$ cat config.mk
export PLATFORM = sky130hd
export DESIGN_NAME = hint_scheduler
export DESIGN_NICKNAME = d
export VERILOG_FILES = /design/src/rtl/hint_scheduler_pkg.sv /design/src/rtl/hint_scheduler_letter_picker.sv /design/src/rtl/hint_scheduler.sv
export SDC_FILE = /design/constraint.sdc
export NUM_CORES = 1
export LEC_CHECK = 0
export ABC_AREA = 1
export BUFFER_PORTS_ARGS = -buffer_cell sky130_fd_sc_hd__buf_2
export CELL_PAD_IN_SITES_DETAIL_PLACEMENT = 1
export CELL_PAD_IN_SITES_GLOBAL_PLACEMENT = 2
export CORE_MARGIN = 2
export CORE_UTILIZATION = 35
export DETAILED_ROUTE_END_ITERATION = 12
export PLACE_DENSITY = 0.78
export SLEW_MARGIN = 10
export SYNTH_ARGS = -nofsm -noshare
export SYNTH_HDL_FRONTEND = slang
export SYNTH_SLANG_ARGS = --single-unit
$ cat constraint.sdc
create_clock -name clk -period 3.8 [get_ports clk]
set_clock_uncertainty 0.15 [all_clocks]
set_input_delay 0.57 -clock clk [delete_from_list [all_inputs] [get_ports clk]]
set_output_delay 0.57 -clock clk [all_outputs]
set_load 0.02 [all_outputs]
$ cat src/rtl/hint_scheduler_pkg.sv
// Shared types and constants for the hint scheduler and its letter picker.
package hint_pkg;

  typedef enum logic [2:0] {
    IDLE,
    WAIT_FIRST,
    REVEAL,
    WAIT_NEXT,
    DONE
  } hint_state_t;

  localparam logic [7:0] LFSR_SEED   = 8'hB5;
  localparam int         NUM_LETTERS = 5;

endpackage

$ cat src/rtl/hint_scheduler_letter_picker.sv
// Picks the first unrevealed letter at or after a pseudo-random start, wrapping mod 5.
module letter_picker
  import hint_pkg::*;
(
  input  logic [2:0]             start,
  input  logic [NUM_LETTERS-1:0] mask,
  output logic [2:0]             pos
);

  logic [2:0] base;
  logic [3:0] sum;
  logic [2:0] idx;
  logic       found;

  // A full mask has no free letter; pos then stays 0 and is never used.
  always_comb begin
    base  = (start >= 3'd5) ? start - 3'd5 : start;
    pos   = 3'd0;
    found = 1'b0;
    sum   = 4'd0;
    idx   = 3'd0;
    for (int k = 0; k < NUM_LETTERS; k++) begin
      sum = {1'b0, base} + 4'(k);
      idx = (sum >= 4'd5) ? 3'(sum - 4'd5) : sum[2:0];
      if (!found && !mask[idx]) begin
        pos   = idx;
        found = 1'b1;
      end
    end
  end

endmodule

$ cat src/rtl/hint_scheduler.sv
// Sequences letter reveals for one drawing round: first delay, then fixed intervals.
module hint_scheduler
  import hint_pkg::*;
#(
  parameter longint unsigned FIRST_DELAY_CYC = 64'd6_000_000_000,
  parameter longint unsigned INTERVAL_CYC    = 64'd2_500_000_000,
  parameter int              CNT_W           = 33,
  parameter int              MAX_HINTS       = 4
) (
  input  logic                   clk,
  input  logic                   reset,
  input  logic                   game_start,
  input  logic                   new_game,
  input  logic                   word_correct,
  input  logic                   timer_done,
  output logic [2:0]             hint_level,
  output logic                   hint_start,
  output logic [NUM_LETTERS-1:0] reveal_mask,
  output logic                   hint_pulse,
  output logic                   busy
);

  localparam logic [CNT_W-1:0] FIRST_LAST    = CNT_W'(FIRST_DELAY_CYC - 64'd1);
  localparam logic [CNT_W-1:0] INTERVAL_LAST = CNT_W'(INTERVAL_CYC - 64'd1);
  localparam logic [2:0]       HINT_LAST     = 3'(MAX_HINTS - 1);

  hint_state_t      state;
  logic [CNT_W-1:0] counter;
  logic [7:0]       lfsr;
  logic             game_start_q;
  logic [2:0]       pick_pos;
  logic             stop;

  letter_picker picker (
    .start (lfsr[2:0]),
    .mask  (reveal_mask),
    .pos   (pick_pos)
  );

  // Dropping game_start mid-round ends the round just like a guess or timeout.
  assign stop = word_correct | timer_done | ~game_start;

  always_ff @(posedge clk) begin
    if (reset) begin
      state        <= IDLE;
      counter      <= '0;
      lfsr         <= LFSR_SEED;
      game_start_q <= 1'b0;
      hint_level   <= 3'd0;
      hint_start   <= 1'b0;
      reveal_mask  <= '0;
      hint_pulse   <= 1'b0;
      busy         <= 1'b0;
    end else begin
      lfsr         <= {lfsr[6:0], lfsr[7] ^ lfsr[5] ^ lfsr[4] ^ lfsr[3]};
      game_start_q <= game_start;
      hint_pulse   <= 1'b0;
      if (new_game) begin
        state       <= IDLE;
        counter     <= '0;
        hint_level  <= 3'd0;
        hint_start  <= 1'b0;
        reveal_mask <= '0;
        busy        <= 1'b0;
      end else if ((state inside {WAIT_FIRST, REVEAL, WAIT_NEXT}) && stop) begin
        state      <= DONE;
        counter    <= '0;
        hint_start <= 1'b0;
        busy       <= 1'b0;
      end else begin
        case (state)
          IDLE: begin
            if (game_start && !game_start_q) begin
              state   <= WAIT_FIRST;
              counter <= '0;
              busy    <= 1'b1;
            end
          end
          WAIT_FIRST: begin
            if (counter == FIRST_LAST) begin
              state   <= REVEAL;
              counter <= '0;
            end else begin
              counter <= counter + 1'b1;
            end
          end
          REVEAL: begin
            reveal_mask <= reveal_mask | (NUM_LETTERS'(1) << pick_pos);
            hint_level  <= hint_level + 3'd1;
            hint_pulse  <= 1'b1;
            hint_start  <= 1'b1;
            if (hint_level == HINT_LAST) begin
              state <= DONE;
              busy  <= 1'b0;
            end else begin
              state <= WAIT_NEXT;
            end
          end
          WAIT_NEXT: begin
            if (counter == INTERVAL_LAST) begin
              state   <= REVEAL;
              counter <= '0;
            end else begin
              counter <= counter + 1'b1;
            end
          end
          DONE: begin
          end
          default: state <= IDLE;
        endcase
      end
    end
  end

endmodule

=== Yosys cells after proc, flatten, opt, wreduce, memory -nomap -nowiden ===
Cells that the tools add are included.

* $add $sub $neg: 12
* Multiply operators: 0
* Div/mod/pow operators: 0
* Magnitude comparators: 11
* Eq/ne operators: 15
* Shift-type cells: 1
* Mux-type cells: 39
* Bitwise gates (word level): 9
* Reduce and logical (&&, ||, !) cells: 25

{| class="wikitable"
|+ Operators with widths
! cell !! count
|-
| $mux 33 || 3
|-
| $pmux 33 s3 || 1
|-
| $mux 3 || 16
|-
| $add 33x1->33 const B || 1
|-
| $eq 33x32->1 const B || 1
|-
| $eq 33x33->1 const B || 1
|-
| $lt 3x4->1 const B || 5
|-
| $sub 3x3->3 const B || 6
|-
| $ge 4x3->1 const B || 4
|-
| $bmux 1 s3 || 5
|-
| $pmux 3 s5 || 1
|-
| $mux 1 || 12
|-
| $eq 3x2->1 const B || 3
|-
| $add 3x2->4 const B || 2
|-
| $logic_not 1->1 || 8
|-
| $reduce_and 4->1 || 2
|-
| $ge 3x3->1 const B || 2
|-
| $logic_and 1x1->1 || 6
|-
| $ne 2x1->1 const B || 3
|-
| $ne 3x1->1 const B || 2
|-
| $reduce_bool 3->1 || 2
|-
| $or 5x5->5 || 1
|-
| $shl 1x3->5 const A || 1
|-
| $add 3x1->4 const B || 1
|-
| other kinds (16) || 23
|}

* Flip-flop bits (word level): 56
* Bits in latches: 0
* Memory bits (writable): 0
* ROM bits: 0
* Input bits: 6
* Output and inout port bits: 11
* Memories: 0

=== Logic depth before layout (Yosys ltp) ===
* Depth in word-level cells: 21
* Mapped depth: 26
* Gate-level depth less buffers: 26

=== Cells and area by module ===
A second synthesis with hierarchy kept.

* Cell total of the unflattened synthesis: 719
* Area, all modules: 4,506.8 sq um

{| class="wikitable"
|+ By module, submodules not included
! module !! times used !! cells each !! area an instance (sq um) !! seq. area each (sq um)
|-
| hint_scheduler || 1 || 539 || 3,450.8 || 1,121.1
|-
| letter_picker || 1 || 180 || 1,056.0 || 0.0
|}

=== Worst setup path after synthesis ===
Ideal clock, no wire load.

* Path kind: reg-to-reg
* Start point: register lfsr[1]
* End point: register reveal_mask[3]
* Library setup time: 0.064 ns
* Arrival time: 3.186 ns
* Data required time: 3.586 ns
* Setup slack: 0.400 ns
* Cell stages (with the launch flop): 24
* Buffers on the path: 0
* Cells stage by stage: dfxtp_1 -> inv_1 -> ha_1 -> nand3b_4 -> nand2_2 -> o21ai_4 -> ha_1 -> inv_1 -> fa_1 -> a21oi_1 -> inv_1 -> o21ai_0 -> inv_1 -> nand3_1 -> nand3_1 -> nand2_1 -> nand4_1 -> nor2_1 -> nor2_2 -> nand3_2 -> nand2_1 -> nor2_1 -> nor2_1 -> nor2_1

* Longest elaborated chain between the ends: 21

{| class="wikitable"
|+ Ends and longest elaborated chain
! what !! line !! text
|-
| from (decl) || hint_scheduler.sv:29 || <nowiki>logic [7:0] lfsr;</nowiki>
|-
| from (signal assigned) || hint_scheduler.sv:55 || <nowiki>lfsr <= {lfsr[6:0], lfsr[7] ^ lfsr[5] ^ lfsr[4] ^ lfsr[3]};</nowiki>
|-
| $sub 3x3->3 or $ge 3x3->1 (tied branches) || hint_scheduler_letter_picker.sv:17 || <nowiki>base = (start >= 3'd5) ? start - 3'd5 : start;</nowiki>
|-
| $mux 3 * || hint_scheduler_letter_picker.sv:17 ||
|-
| $add 3x1->4 || hint_scheduler_letter_picker.sv:23 || <nowiki>sum = {1'b0, base} + 4'(k);</nowiki>
|-
| $ge 4x3->1 or $sub 3x3->3 (tied branches) || hint_scheduler_letter_picker.sv:24 || <nowiki>idx = (sum >= 4'd5) ? 3'(sum - 4'd5) : sum[2:0];</nowiki>
|-
| $mux 3 || hint_scheduler_letter_picker.sv:24 ||
|-
| $bmux 1 s3 || hint_scheduler_letter_picker.sv:25 || <nowiki>if (!found && !mask[idx]) begin</nowiki>
|-
| $mux 1 (implied by the code) || hint_scheduler_letter_picker.sv:25 ||
|-
| $logic_not 1->1 || hint_scheduler_letter_picker.sv:25 ||
|-
| [5 not listed] || -- ||
|-
| $logic_not 1->1 || hint_scheduler_letter_picker.sv:25 ||
|-
| $logic_and 1x1->1 || hint_scheduler_letter_picker.sv:25 ||
|-
| $mux 1 || hint_scheduler_letter_picker.sv:25 ||
|-
| $logic_not 1->1 || hint_scheduler_letter_picker.sv:25 ||
|-
| $logic_and 1x1->1 || hint_scheduler_letter_picker.sv:25 ||
|-
| $mux 3 * || hint_scheduler_letter_picker.sv:25 ||
|-
| $shl 1x3->5 * || hint_scheduler.sv:88 || <nowiki>reveal_mask <= reveal_mask | (NUM_LETTERS'(1) << pick_pos);</nowiki>
|-
| $or 5x5->5 * || hint_scheduler.sv:88 ||
|-
| to (signal assigned) || hint_scheduler.sv:88 ||
|-
| to (decl) || hint_scheduler.sv:18 || <nowiki>output logic [NUM_LETTERS-1:0] reveal_mask,</nowiki>
|}

Mark *: on every way between the ends. The rest lies on a longest branch, timed or not. The select of a mux whose other input is x is not followed.
A chain may end at the register's enable or synchronous reset.

=== Worst setup path in the final report ===
* Start point: register lfsr[1]
* End point: register reveal_mask[0]

The elaborated chain is that of the path after synthesis.

==> results <==
- The worst min-delay path class is register to register.
- Summed over all layers, the global routing overflow is 0.
- The maximum level of the CTS H-tree is 2.
- The synthesized design contains 56 register bits.
- No sink is reached through more buffers than the 2 on the longest clock path.
- The initial antenna violation count is 0.
- The core outline area is 0.0109 sq mm.
- The share of synthesized area in the top cell type comes to 0.285.
- The critical path starts at lfsr[1]$_SDFF_PP0_.
- At the later pin of the worst-skew pair, clock insertion delay measures 320 ps.
- The die height is 110 microns.
- At the pin with the least slew margin, the transition time is 685 ps.
- Setup violations remaining at the end of the flow were counted as 0.
- The most used flip-flop cell after synthesis is sky130_fd_sc_hd__dfxtp_1.
- For this design the ratio of total power to cell area is 433 mW/mm^2.
- The max capacitance violation total is 0.
- Static timing analysis puts the maximum clock frequency at 281 MHz.
- Entering global routing, the biggest net connects 18 pins.
- After clock tree synthesis, the clock-pin slew on the worst setup and hold paths is 100 ps.
- Of the available clock period, the critical path in the final layout requires 0.936.
- In this run, synthesis inferred 0 flip-flops with an integrated enable.
- Across every metal layer, demand over resource in global routing totals 0.191.
- Once detail routing completed, the nets flagged for antenna violations numbered 0.
- Data arrives at the worst endpoint at 3660 ps.
- The number of standard cells after synthesis is 604.
- The peak ir drop on the vdd network is 0.191 mV.
- The critical-path maximum fanout is 5.
- The die span in x is 110 microns.
- After clock tree synthesis, the flow added hold-fix buffers numbering 0.
- The antenna diode instance count is 0.
- The number of nets at the end of the flow is 648.
- The first routing iteration left 169 violations.
- Synthesis produced a netlist with a net count of 625.
- The leakage power is 1.89 nW.
- The synthesis-to-layout area growth is 11.8%.
- Sorting the synthesized cells by area gives the leading types as sky130_fd_sc_hd__dfxtp_1 (29%), sky130_fd_sc_hd__nand2_1 (14%), sky130_fd_sc_hd__inv_1 (9.1%).
- Detailed placement ended at an HPWL of 8.55 mm.
- The critical register-to-register path endpoint is reveal_mask[0]$_SDFFE_PP0P_.
- The most numerous cell in the Yosys netlist is sky130_fd_sc_hd__nand2_1.
- The flow ran to the end, and the final reports show no timing, DRC or antenna violations.
- The minimum clock period is 3560 ps.
- The depth of the most critical reg-to-reg path is 25.
- Hold timing on the final database bottoms out at a slack of 275 ps.
- Across all register-to-register paths, the minimum setup slack is 240 ps.
- The effective utilization at floorplan is 0.361.
- Headroom to the max-slew limit came out at 0.539.
- The post-layout instance area is 0.00439 sq mm.
- The worst setup path is of the register to register kind.
- The mapped netlist covers 0.00393 sq mm.
- In this run the core area contains 38 standard-cell rows.
- The first detailed-routing pass ran for 4 iterations.
- The clock tree from TritonCTS is yes.
- The startpoint identified for the worst register-to-register timing path is lfsr[1]$_SDFF_PP0_.
- Of the cells placed in the final design, the portion with a size suffix greater than 1 is 0.140.
- In this run, CTS created clock tree buffers numbering 5.
- The number of pins with negative max-slew slack in the final report is 0.
- The mean instance size in the synthesized netlist is 6.50 sq um.
- The number of hold-slack violations in the final timing report is 0.
- The final routed wire length divided by cell count is 14.2 microns.
- The clock drives 56 sinks.
- After detailed routing, the number of remaining DRC violations is 0.
- In this run the clock root is driven by a sky130_fd_sc_hd__clkbuf_8.
- The cell area after placement is 0.00416 sq mm.
- The total number of yosys warnings is 0.
- For this block, the routed nets add up to 10.9 mm of wire.
- The number of global-route vias before repair is 3,877.
- The post-synthesis sequential area ratio is 0.285.
- Counting the fill cells in the layout gives 1,443.
- The fraction of registers with async set or reset after synthesis is 0.
- The worst setup path is launched from a register.
- The routed layout has 3,853 vias.
- The die covers 0.0121 sq mm.
- The cell accounting for the most synthesized area is sky130_fd_sc_hd__dfxtp_1.
- STA classifies the critical path endpoint as a register.
- In the routed layout, each cell is associated on average with a via count of 5.02.
- The wire length of the first global-routing pass is 18.2 mm.
- In this run the count of I/O pins placed on the die edge is 17.
- STA puts the critical path data required time at 3900 ps.
- The capture point of the worst path is reveal_mask[0]$_SDFFE_PP0P_.
- In this run the tool buffered the top-level ports with 16 buffer cells.
- The weighted congestion at the end of routability-driven global placement is 0.824.
- The share of the core filled with cells in the final layout is 0.403.
- The distinct cell type count of the synthesized netlist is 50.
- Ranked by instance count, the synthesized netlist is headed by sky130_fd_sc_hd__nand2_1 (143), sky130_fd_sc_hd__inv_1 (95), sky130_fd_sc_hd__nor2_1 (60), sky130_fd_sc_hd__dfxtp_1 (56), sky130_fd_sc_hd__nand3_1 (53).
-- layout make-up --
cell class	count	area (sq um)	share of cell area
Timing Repair Buffer	25	148	0.0336
Clock buffer	5	68.8	0.0157
Multi-Input combinational cell	440	2420	0.551
Sequential cell	56	1120	0.255
Inverter	99	372	0.0846
Clock inverter	3	90.1	0.0205
Tap cell	140	175	0.0399
-- power breakdown --
part	leakage [nW]	internal [W]	switching (W)
logic	1.35	0.000256	0.000506
clock network	0.0784	0.000329	0.000203
registers	0.454	0.000597	0.0000105
total	1.89	0.00118	0.000720
-- worst max-delay path: stages, from the launching register on --
cell and delay (ps):
sky130_fd_sc_hd__dfxtp_1 350, sky130_fd_sc_hd__inv_2 100, sky130_fd_sc_hd__ha_1 170, sky130_fd_sc_hd__nand3b_4 160
sky130_fd_sc_hd__nand2_2 70, sky130_fd_sc_hd__o21ai_4 220, sky130_fd_sc_hd__buf_4 150, sky130_fd_sc_hd__inv_2 30
sky130_fd_sc_hd__ha_1 230, sky130_fd_sc_hd__ha_4 300, sky130_fd_sc_hd__inv_1 50, sky130_fd_sc_hd__a21oi_1 130
sky130_fd_sc_hd__inv_1 100, sky130_fd_sc_hd__nand4_1 210, sky130_fd_sc_hd__nand2_2 110, sky130_fd_sc_hd__nand2_1 70
sky130_fd_sc_hd__nand3_1 90, sky130_fd_sc_hd__nand3_2 100, sky130_fd_sc_hd__inv_1 60, sky130_fd_sc_hd__nand3_1 60
sky130_fd_sc_hd__inv_1 50, sky130_fd_sc_hd__nand3_1 90, sky130_fd_sc_hd__nand3_2 120, sky130_fd_sc_hd__nor2_2 140
sky130_fd_sc_hd__nand2_1 70, sky130_fd_sc_hd__a21oi_1 110
-- cells in the final DEF, fill, tap and decap left out, types with 10 or more instances in the layout --
| cell | netlist | final |
|---|---|---|
| sky130_fd_sc_hd__nand2_1 | 143 | 138 |
| sky130_fd_sc_hd__buf_2 | 2 | 16 |
| sky130_fd_sc_hd__nor3_1 | 22 | 22 |
| sky130_fd_sc_hd__dfxtp_1 | 56 | 56 |
| sky130_fd_sc_hd__ha_1 | 14 | 13 |
| sky130_fd_sc_hd__nand2_2 | 9 | 14 |
| sky130_fd_sc_hd__nand3_2 | 9 | 10 |
| sky130_fd_sc_hd__a21oi_1 | 27 | 26 |
| sky130_fd_sc_hd__nand3_1 | 53 | 52 |
| sky130_fd_sc_hd__nand4_1 | 19 | 19 |
| sky130_fd_sc_hd__nor2_1 | 60 | 60 |
| sky130_fd_sc_hd__o21ai_0 | 19 | 16 |
| sky130_fd_sc_hd__inv_1 | 95 | 92 |
-- flip-flops by register name, summed over array words and instances, names as in the netlist --
name	cells
busy	1
hint_pulse	1
state	3
hint_start	1
lfsr	8
reveal_mask	5
counter	33
game_start_q	1
hint_level	3
-- worst min-delay path by stage --
stage | cells past startpoint | endpoint | startpoint
6_report | 1 | lfsr[7]$_SDFF_PP1_ | lfsr[6]$_SDFF_PP0_
4_1_cts | 1 | lfsr[7]$_SDFF_PP1_ | lfsr[6]$_SDFF_PP0_
3_3_place_gp | 1 | lfsr[7]$_SDFF_PP1_ | lfsr[6]$_SDFF_PP0_
3_5_place_dp | 1 | lfsr[7]$_SDFF_PP1_ | lfsr[6]$_SDFF_PP0_
2_1_floorplan | 1 | lfsr[7]$_SDFF_PP1_ | lfsr[6]$_SDFF_PP0_
5_1_grt | 1 | lfsr[7]$_SDFF_PP1_ | lfsr[6]$_SDFF_PP0_
-- stage by stage --
stage	setup TNS [ps]	total power, W	setup slack (ps)	std cells
after floorplan	0	0.00117	400	604
after global placement	0	0.00132	172	755
after detailed placement	-165	0.00134	-44.1	755
after CTS	0	0.00189	32.6	763
after global routing	-213	0.00204	-64.8	768
final	0	0.00190	243	768
-- logic make-up (layout without fill, tap and decap cells) --
logic type	after synthesis	after routing	synth area share
compound gates	76	76	0.124
buf+inv	108	132	0.109
fa+ha+maj	15	15	0.0497
flops	56	56	0.285
simple gates	344	344	0.421
xor+xnor	5	5	0.0111
-- timing repair --
item	in CTS	in global routing
pin swaps	0	4
cloned	0	0
setup endpoints to repair	5	5
resized for setup	1	14
buffers inserted	0	5
-- layer usage --
layer,global-route usage,vias up,wire (microns)
met1,0.223,1810,4850
met4,0.0552,0,176
met5,0,-,0
met2,0.362,23,5650
met3,0.0213,13,201
li1,-,2007,-
(Power assumes the default switching activity.)
